<file path="src/rtl/bottle_fill_ctrl_if.sv">
// Switch/sensor inputs and display/speaker outputs of the bottle fill sequencer.
// master = switch/sensor side, slave = the controller.
interface bottle_fill_ctrl_if;
    logic        isWork;
    logic        EN_set;
    logic [3:0]  set_high;
    logic [3:0]  set_low;
    logic        conti;
    logic        pill_pulse;
    logic        bottle_ready;
    logic        valve_open;
    logic        conveyor_step;
    logic [7:0]  target;
    logic [7:0]  pill_cnt;
    logic [11:0] bottle_cnt;
    logic        done_beep;
    logic [2:0]  state;

    modport master (
        output isWork, EN_set, set_high, set_low, conti, pill_pulse, bottle_ready,
        input  valve_open, conveyor_step, target, pill_cnt, bottle_cnt, done_beep, state
    );
    modport slave (
        input  isWork, EN_set, set_high, set_low, conti, pill_pulse, bottle_ready,
        output valve_open, conveyor_step, target, pill_cnt, bottle_cnt, done_beep, state
    );
endinterface

</file>
<file path="src/rtl/bottle_fill_ctrl.sv">
// Pill-bottling sequencer: BCD target latch, fill/pause/swap FSM, BCD pill and bottle tallies, beep timer.
// Optional batch stop (DONE state) enabled by defining BOTTLE_BATCH_EN.
module bottle_fill_ctrl #(
    parameter int          SWAP_CYCLES    = 8,
    parameter int          BEEP_CYCLES    = 16,
    parameter logic [7:0]  DEFAULT_TARGET = 8'h10
`ifdef BOTTLE_BATCH_EN
    , parameter logic [11:0] BATCH_SIZE   = 12'h010
`endif
) (
    input  logic              CLK_org,
    input  logic              RST,
    bottle_fill_ctrl_if.slave bus
);
    localparam int SWAP_W = $clog2(SWAP_CYCLES + 1);
    localparam int BEEP_W = $clog2(BEEP_CYCLES + 1);
    localparam logic [SWAP_W-1:0] SWAP_LAST = SWAP_W'(SWAP_CYCLES - 1);
    localparam logic [BEEP_W-1:0] BEEP_LOAD = BEEP_W'(BEEP_CYCLES);

    typedef enum logic [2:0] {
        S_IDLE  = 3'd0,
        S_WAIT  = 3'd1,
        S_FILL  = 3'd2,
        S_PAUSE = 3'd3,
        S_SWAP  = 3'd4
`ifdef BOTTLE_BATCH_EN
        , S_DONE = 3'd5
`endif
    } state_e;

    state_e            state_q, state_d;
    logic [7:0]        target_q, target_d;
    logic [7:0]        pill_q, pill_d;
    logic [11:0]       bottle_q, bottle_d;
    logic [SWAP_W-1:0] swap_q, swap_d;
    logic [BEEP_W-1:0] beep_q, beep_d;
    logic              valve_q, valve_d;
    logic              conv_q, conv_d;
    logic              beep_out_q, beep_out_d;
    logic [7:0]        load_val, pill_inc;
    logic [11:0]       bottle_inc;

    function automatic logic [3:0] clamp9(input logic [3:0] d);
        return (d > 4'd9) ? 4'd9 : d;
    endfunction

    function automatic logic [3:0] dig_inc(input logic [3:0] d);
        return (d == 4'd9) ? 4'd0 : d + 4'd1;
    endfunction

    always_comb begin
        load_val   = {clamp9(bus.set_high), clamp9(bus.set_low)};
        pill_inc   = {(pill_q[3:0] == 4'd9) ? dig_inc(pill_q[7:4]) : pill_q[7:4], dig_inc(pill_q[3:0])};
        bottle_inc[3:0]  = dig_inc(bottle_q[3:0]);
        bottle_inc[7:4]  = (bottle_q[3:0] == 4'd9) ? dig_inc(bottle_q[7:4]) : bottle_q[7:4];
        bottle_inc[11:8] = (bottle_q[7:0] == 8'h99) ? dig_inc(bottle_q[11:8]) : bottle_q[11:8];

        state_d  = state_q;
        target_d = target_q;
        pill_d   = pill_q;
        bottle_d = bottle_q;
        swap_d   = swap_q;
        beep_d   = (beep_q != '0) ? beep_q - BEEP_W'(1) : beep_q;

        // Target load works in IDLE whether or not the line is enabled; all-zero target is rejected.
        if (state_q == S_IDLE && bus.EN_set && load_val != 8'h00)
            target_d = load_val;

        if (!bus.isWork) begin
            state_d = S_IDLE;
`ifdef BOTTLE_BATCH_EN
            if (state_q == S_DONE) bottle_d = '0;
`endif
        end else begin
            case (state_q)
                S_IDLE:  if (!bus.EN_set) state_d = S_WAIT;
                S_WAIT:  if (bus.bottle_ready) state_d = S_FILL;
                S_FILL: begin
                    if (bus.pill_pulse) pill_d = pill_inc;
                    // Target hit beats a pause request on the same cycle.
                    if (bus.pill_pulse && pill_inc == target_q) begin
                        bottle_d = bottle_inc;
                        beep_d   = BEEP_LOAD;
                        swap_d   = SWAP_LAST;
                        state_d  = S_SWAP;
`ifdef BOTTLE_BATCH_EN
                        if (bottle_inc == BATCH_SIZE) state_d = S_DONE;
`endif
                    end else if (bus.conti) begin
                        state_d = S_PAUSE;
                    end
                end
                S_PAUSE: if (!bus.conti) state_d = S_FILL;
                S_SWAP: begin
                    if (swap_q == '0) begin
                        pill_d  = '0;
                        state_d = S_WAIT;
                    end else begin
                        swap_d = swap_q - SWAP_W'(1);
                    end
                end
`ifdef BOTTLE_BATCH_EN
                S_DONE:  state_d = S_DONE;
`endif
                default: state_d = S_IDLE;
            endcase
        end

        valve_d    = (state_d == S_FILL);
        conv_d     = (state_d == S_SWAP);
`ifdef BOTTLE_BATCH_EN
        beep_out_d = (beep_d != '0) || (state_d == S_DONE);
`else
        beep_out_d = (beep_d != '0);
`endif
    end

    always_ff @(posedge CLK_org) begin
        if (RST) begin
            state_q    <= S_IDLE;
            target_q   <= DEFAULT_TARGET;
            pill_q     <= '0;
            bottle_q   <= '0;
            swap_q     <= '0;
            beep_q     <= '0;
            valve_q    <= 1'b0;
            conv_q     <= 1'b0;
            beep_out_q <= 1'b0;
        end else begin
            state_q    <= state_d;
            target_q   <= target_d;
            pill_q     <= pill_d;
            bottle_q   <= bottle_d;
            swap_q     <= swap_d;
            beep_q     <= beep_d;
            valve_q    <= valve_d;
            conv_q     <= conv_d;
            beep_out_q <= beep_out_d;
        end
    end

    assign bus.valve_open    = valve_q;
    assign bus.conveyor_step = conv_q;
    assign bus.target        = target_q;
    assign bus.pill_cnt      = pill_q;
    assign bus.bottle_cnt    = bottle_q;
    assign bus.done_beep     = beep_out_q;
    assign bus.state         = state_q;
endmodule

</file>
<file path="src/flat_wrapper.sv">
// flat-port wrapper written by rule: the top's interface ports become plain ports
module bottle_fill_ctrl_flat 
#(
    parameter int          SWAP_CYCLES    = 8,
    parameter int          BEEP_CYCLES    = 16,
    parameter logic [7:0]  DEFAULT_TARGET = 8'h10

)
  (CLK_org, RST, bus_isWork, bus_EN_set, bus_set_high, bus_set_low, bus_conti, bus_pill_pulse, bus_bottle_ready, bus_valve_open, bus_conveyor_step, bus_target, bus_pill_cnt, bus_bottle_cnt, bus_done_beep, bus_state);
  bottle_fill_ctrl_if bus_i ();
  input  logic CLK_org;
  input  logic RST;
  input wire logic [$bits(bus_i.isWork)-1:0] bus_isWork;
  input wire logic [$bits(bus_i.EN_set)-1:0] bus_EN_set;
  input wire logic [$bits(bus_i.set_high)-1:0] bus_set_high;
  input wire logic [$bits(bus_i.set_low)-1:0] bus_set_low;
  input wire logic [$bits(bus_i.conti)-1:0] bus_conti;
  input wire logic [$bits(bus_i.pill_pulse)-1:0] bus_pill_pulse;
  input wire logic [$bits(bus_i.bottle_ready)-1:0] bus_bottle_ready;
  output wire logic [$bits(bus_i.valve_open)-1:0] bus_valve_open;
  output wire logic [$bits(bus_i.conveyor_step)-1:0] bus_conveyor_step;
  output wire logic [$bits(bus_i.target)-1:0] bus_target;
  output wire logic [$bits(bus_i.pill_cnt)-1:0] bus_pill_cnt;
  output wire logic [$bits(bus_i.bottle_cnt)-1:0] bus_bottle_cnt;
  output wire logic [$bits(bus_i.done_beep)-1:0] bus_done_beep;
  output wire logic [$bits(bus_i.state)-1:0] bus_state;
  assign bus_i.isWork = bus_isWork;
  assign bus_i.EN_set = bus_EN_set;
  assign bus_i.set_high = bus_set_high;
  assign bus_i.set_low = bus_set_low;
  assign bus_i.conti = bus_conti;
  assign bus_i.pill_pulse = bus_pill_pulse;
  assign bus_i.bottle_ready = bus_bottle_ready;
  assign bus_valve_open = bus_i.valve_open;
  assign bus_conveyor_step = bus_i.conveyor_step;
  assign bus_target = bus_i.target;
  assign bus_pill_cnt = bus_i.pill_cnt;
  assign bus_bottle_cnt = bus_i.bottle_cnt;
  assign bus_done_beep = bus_i.done_beep;
  assign bus_state = bus_i.state;
  bottle_fill_ctrl #(.SWAP_CYCLES(SWAP_CYCLES), .BEEP_CYCLES(BEEP_CYCLES), .DEFAULT_TARGET(DEFAULT_TARGET)) u_core (.CLK_org(CLK_org), .RST(RST), .bus(bus_i));
endmodule
</file>
<file path="config.mk">
export PLATFORM = sky130hd
export DESIGN_NAME = bottle_fill_ctrl_flat
export DESIGN_NICKNAME = d
export VERILOG_FILES = /design/src/rtl/bottle_fill_ctrl_if.sv /design/src/rtl/bottle_fill_ctrl.sv /design/src/flat_wrapper.sv
export SDC_FILE = /design/constraint.sdc
export NUM_CORES = 1
export LEC_CHECK = 0
export ABC_AREA = 1
export CORE_ASPECT_RATIO = 1.75
export CORE_MARGIN = 2
export CORE_UTILIZATION = 52
export CTS_CLUSTER_DIAMETER = 120
export DETAILED_ROUTE_END_ITERATION = 10
export MAX_ROUTING_LAYER = met4
export PLACE_DENSITY = 0.78
export SKIP_LAST_GASP = 1
export SYNTH_ARGS = -nofsm -noshare
export SYNTH_HDL_FRONTEND = slang
export SYNTH_SLANG_ARGS = --single-unit
</file>
<file path="constraint.sdc">
create_clock -name CLK_org -period 2.32 [get_ports CLK_org]
set_input_delay 0.348 -clock CLK_org [delete_from_list [all_inputs] [get_ports CLK_org]]
set_output_delay 0.348 -clock CLK_org [all_outputs]
set_load 0.03 [all_outputs]
</file>
==> results.cfg, run 1 <==
[outcome]
status = finished, final reports clean

[logic_synthesis]
syn_area_mm2 = 0.00247
synth-edff-count = 0
synth.avg_cell_area_um2 = 6.48
synthTopCellsByArea = dfxtp_1, nand2_1, nand3_1
synth_largest_area_cell = dfxtp_1
synth_most_common_cell = nand2_1
synth_top_area_share_pct = 34.9
syn_nets = 400
ys_warn_count = 0
ys_seq_area_share_pct = 34.9
postSynthCellCount = 381
async_reset_ff_share_pct = 0
synth_cell_type_count = 30
netlist_top_cells_count = nand2_1, inv_1, dfxtp_1, nand3_1, nor2_1
synth-main-ff-cell = dfxtp_1
ys_ff_latch = 43

[die]
core_area_mm2 = 0.00462
dieHeight_um = 95.2
ios = 49
initial_core_util_pct = 53.4
die_w_um = 56.1
dieArea_mm2 = 0.00534
placementRows = 33

[place]
dp_hpwl_um = 4720
io_buffers = 48
dpl_cell_area_mm2 = 0.00300
gp_congestion = 0.956

[clock_tree]
cts_tree = done
cts-root-buf = clkbuf_8
cts_buffers = 5
cts.sinks = 43
cts.path.max_buffers = 2
clk_pin_slew_ns = 0.08
clk_latency_ns = 0.31
htreeDepth = 2
cts-hold-fix-buffers = 0

[finish]
syn2layout_area_growth_pct = 27.5
nets = 454
final_area_mm2 = 0.00315
n_antenna_cell = 0
drive_gt1_share_pct = 8.94
post-route-util_pct = 68.1

[timing]
slew_headroom_pct = 64.4
period_minus_slack_ns = 2.10
skew_ns = 0.0157
worst_pin_slew_ns = 0.530
period_share_pct = 90.5
drv_slew = 0
setup_viol = 0
max_freq_mhz = 476
hold_viol = 0

[grt]
overflow = 0
grt_max_degree = 25
antenna_found_initial = 0
grt_pass1_vias = 2381
grt_pass1_wl_um = 9990
grtUsageTotal_pct = 24.2

[detailed_routing]
viasPerCell = 5.19
ant_nets = 0
drt-initial-drc-count = 41
drtPass1Iterations = 4
wirelength_um = 6130
via_count = 2531
wl_per_cell_um = 12.6
drc = 0

[worst_setup_path]
cp.arrival_ns = 2.29
worstPathRequired_ns = 2.51
crit_fanout = 8
path_class = flop to flop
critPathLaunchType = flop
cp-end-kind = flop

[pwr]
powerDensity_mw_per_mm2 = 581
leakagePower_nw = 1.36
vdd_drop_max_uv = 704
p_total_mw = 1.83

[run]
drv_cap = 0

[worst_hold_path]
hold_class = flop to flop
per-stage QoR:
step           setup slack (ns)  instances  hold WS, ns  setup TNS [ns]
2_1_floorplan             0.213        381        0.438               0
3_3_place_gp              0.266        477        0.461               0
3_5_place_dp              0.187        477        0.483               0
5_1_grt                -0.00293        488        0.523        -0.00293
6_report                  0.221        488        0.490               0
4_1_cts                   0.169        485        0.494               0
metal layers:
| layer | vias to the layer above | track usage (%) | share of wire [%] | routed length [um] |
|---|---|---|---|---|
| met5 | - | - | 0 | 0 |
| met4 | 0 | 9.92 | 1.6 | 99 |
| met3 | 8 | 3.66 | 3.7 | 224 |
| met2 | 42 | 46.5 | 55 | 3380 |
| met1 | 1151 | 24.0 | 40 | 2430 |
| li1 | 1330 | - | - | - |
cells in the final DEF, fill, tap and decap left out, types with 2 or more instances in the layout:
cell,instances
inv_2,2
dfxtp_2,4
nand2_2,5
nor2_1,40
nand4_1,8
xor2_1,4
a21oi_1,28
ha_1,4
nor3_1,5
nor2_2,6
nand2_1,99
clkbuf_8,6
buf_4,5
o21ai_0,11
clkdlybuf4s50_1,48
nor4_1,2
a211oi_1,2
inv_1,53
xnor2_1,4
nand3_1,42
o211ai_1,2
dfxtp_1,39
nor2_4,5
path summary, 6_finish.rpt:
kind / startpoint / endpoint / slack [ns] / cells after the start
min reg2reg: u_core.swap_q[1] / u_core.swap_q[1] / 0.49 / 2
max: u_core.bus.pill_cnt[5] / u_core.bus.bottle_cnt[2] / 0.22 / 16
max reg2reg: u_core.bus.pill_cnt[5] / u_core.bus.bottle_cnt[2] / 0.22 / 16
min: u_core.swap_q[1] / u_core.swap_q[1] / 0.49 / 2
worst max-delay path, stage by stage (launching register included):
cell	delay [ns]
dfxtp_2	0.39
inv_1	0.07
ha_1	0.18
nand3_1	0.16
nand2_1	0.08
nand2_1	0.10
nand2_1	0.06
nand2_1	0.06
nand2_1	0.06
inv_2	0.07
nand2_2	0.06
nor2_4	0.13
nand3_4	0.14
buf_4	0.17
nor2_2	0.08
xnor2_1	0.12
nor2_1	0.05
flip-flops by register name (all words and copies together) (netlist names):
name / cells
u_core.bus.valve_open: 1
u_core.bus.done_beep: 1
u_core.bus.conveyor_step: 1
u_core.swap_q: 4
u_core.bus.bottle_cnt: 12
u_core.bus.state: 3
u_core.beep_q: 5
u_core.bus.pill_cnt: 8
u_core.bus.target: 8
logic make-up after synthesis:
logic type	count (synthesis)	share of synthesized area [%]
adders and majority gates	4	2.03
xor gates and xnor gates	8	2.84
DFF	43	34.9
AOI/OAI and AO/OA	46	9.93
buffers and inverters	62	9.57
and+or+nand+nor	218	40.8
report_power, final:
part	internal, mW	switching (mW)
Combinational	0.161	0.239
Clock	0.348	0.263
Sequential	0.785	0.0326
area by class of cell:
cell class | count | area (um2)
fill | 427 | 1480
multi-input combinational | 276 | 1370
sequential | 43 | 866
clock buffer | 6 | 82.6
clock inverter | 2 | 35.0
tap | 52 | 65.1
timing repair buffer | 53 | 518
inverter | 56 | 210
repair_timing:
| item | 4_1_cts | 5_1_grt |
|---|---|---|
| hold endpoints to repair | 0 | 0 |
| setup buffers | 0 | 3 |
| endpoints found under the setup margin | 0 | 14 |
| resized for setup | 0 | 5 |
(Power assumes the default switching activity.)
==> inputs of run 2 (changes only) <==
CORE_UTILIZATION = 54   (was 52)
DONT_BUFFER_PORTS = 1   (was default)
PLACE_DENSITY = 0.67   (was 0.78)
REMOVE_ABC_BUFFERS = 1   (was default)
==> results.cfg, run 2 (synthesized netlist as in run 1, its figures left out) <==
[clock_tree]
post-cts-setup-buffers = 0
clk_latency_ns = 0.30
clk_pin_slew_ns = 0.09
cts-hold-fix-buffers = 0
cts.sinks = 43
cts_buffers = 5
cts-root-buf = clkbuf_8
htreeDepth = 2
cts_tree = done
cts.path.max_buffers = 2

[finish]
n_antenna_cell = 0
largest_register_ff_count = 12
layout_common_cells = nand2_1, inv_1, nand3_1, dfxtp_1, nor2_1
post-route-util_pct = 62.2
syn2layout_area_growth_pct = 10.8
final_area_mm2 = 0.00274
nets = 413
drive_gt1_share_pct = 11.1
final_common_cell = nand2_1

[detailed_routing]
wirelength_um = 5740
wl_met1_um = 2230
drtPass1Iterations = 4
via_count = 2361
ant_nets = 0
drc = 0
drt-initial-drc-count = 59
highest_layer = met4
wl_met3_um = 347
viasPerCell = 5.29
wl_met2_um = 3050
wl_per_cell_um = 12.9

[die]
dieArea_mm2 = 0.00515
core_area_mm2 = 0.00440
initial_core_util_pct = 56.1
placementRows = 32
die_w_um = 55.1
ios = 49
dieHeight_um = 93.5

[timing]
skew_ns = 0.0111
period_share_pct = 87.5
drv_slew = 0
setup_viol = 0
slew_headroom_pct = 61.6
max_freq_mhz = 493
rsz0062_at_grt = false
hold_viol = 0
worst_pin_slew_ns = 0.574
fin_setup_tns_ns = 0
period_minus_slack_ns = 2.03

[worst_setup_path]
crit_fanout = 8
path_class = flop to flop
cp.arrival_ns = 2.23
cp-end-kind = flop
worstPathRequired_ns = 2.52
critPathLaunchType = flop

[pwr]
powerDensity_mw_per_mm2 = 672
vdd_drop_max_uv = 599
leakagePower_nw = 1.23

[run]
drv_cap = 0

[place]
io_buffers = 0
dpl_cell_area_mm2 = 0.00260
gp_congestion = 0.797
dp_hpwl_um = 4470

[outcome]
status = finished, final reports clean

[grt]
grt_max_degree = 26
grt_pass1_vias = 2245
antenna_found_initial = 0
grt_pass1_wl_um = 9370
grtUsageTotal_pct = 25.2
overflow = 0

[worst_hold_path]
hold_class = primary input to flop
## run 2: report_power, final
group          internal, mW  switching, mW  total (mW)
clock                 0.430          0.265       0.696
sequential            0.785         0.0670       0.852
combinational         0.109          0.183       0.292
total                  1.32          0.515        1.84
## run 2: area by class of cell
cell class                      count  area [um2]
Sequential cell                    43         863
Timing Repair Buffer               12        90.1
Multi-Input combinational cell    276        1380
Inverter                           56         210
Fill cell                         431        1670
Clock buffer                        6        72.6
Tap cell                           51        63.8
Clock inverter                      2        60.1
## run 2: repair_timing
action | 4_1_cts | 5_1_grt
gates resized for setup | 0 | 3
endpoints found under the setup margin | 0 | 13
endpoints found under the hold margin | 0 | 0
## run 2: worst max-delay path, stage by stage, from the launching register on
cell	delay, ns
dfxtp_1	0.54
nand2_1	0.10
nand2_1	0.10
nand2_2	0.07
nand2_2	0.08
nand3_1	0.07
nand2_1	0.12
nand3_1	0.09
nor2_2	0.19
nand2_2	0.13
nand2_2	0.13
nand2_4	0.09
o21ai_0	0.16
a21oi_1	0.05
## run 2: per-stage QoR
stage,cells,worst slack (ns),power [mW],hold WS (ns)
after floorplan,375,0.212,1.10,0.417
after global placement,438,0.243,1.16,0.420
after global routing,446,0.0436,1.93,0.0886
after detailed placement,438,0.202,1.16,0.422
after CTS,446,0.193,1.85,0.103
final,446,0.291,1.84,0.0993
## run 2: worst paths after layout
path	start	endpoint	slack (ns)	cells past startpoint
setup / recovery	u_core.bus.pill_cnt[1]	u_core.swap_q[0]	0.29	13
hold / removal	RST	u_core.bus.pill_cnt[5]	0.1	1
setup reg to reg	u_core.bus.pill_cnt[1]	u_core.swap_q[0]	0.29	13
hold reg to reg	u_core.swap_q[1]	u_core.swap_q[1]	0.48	2
## run 2: per-layer routing
| layer | up-vias | global-route usage (%) |
|---|---|---|
| met5 | - | - |
| met4 | 0 | 8.94 |
| met3 | 10 | 6.87 |
| li1 | 1246 | - |
| met1 | 1048 | 23.8 |
| met2 | 57 | 45.7 |
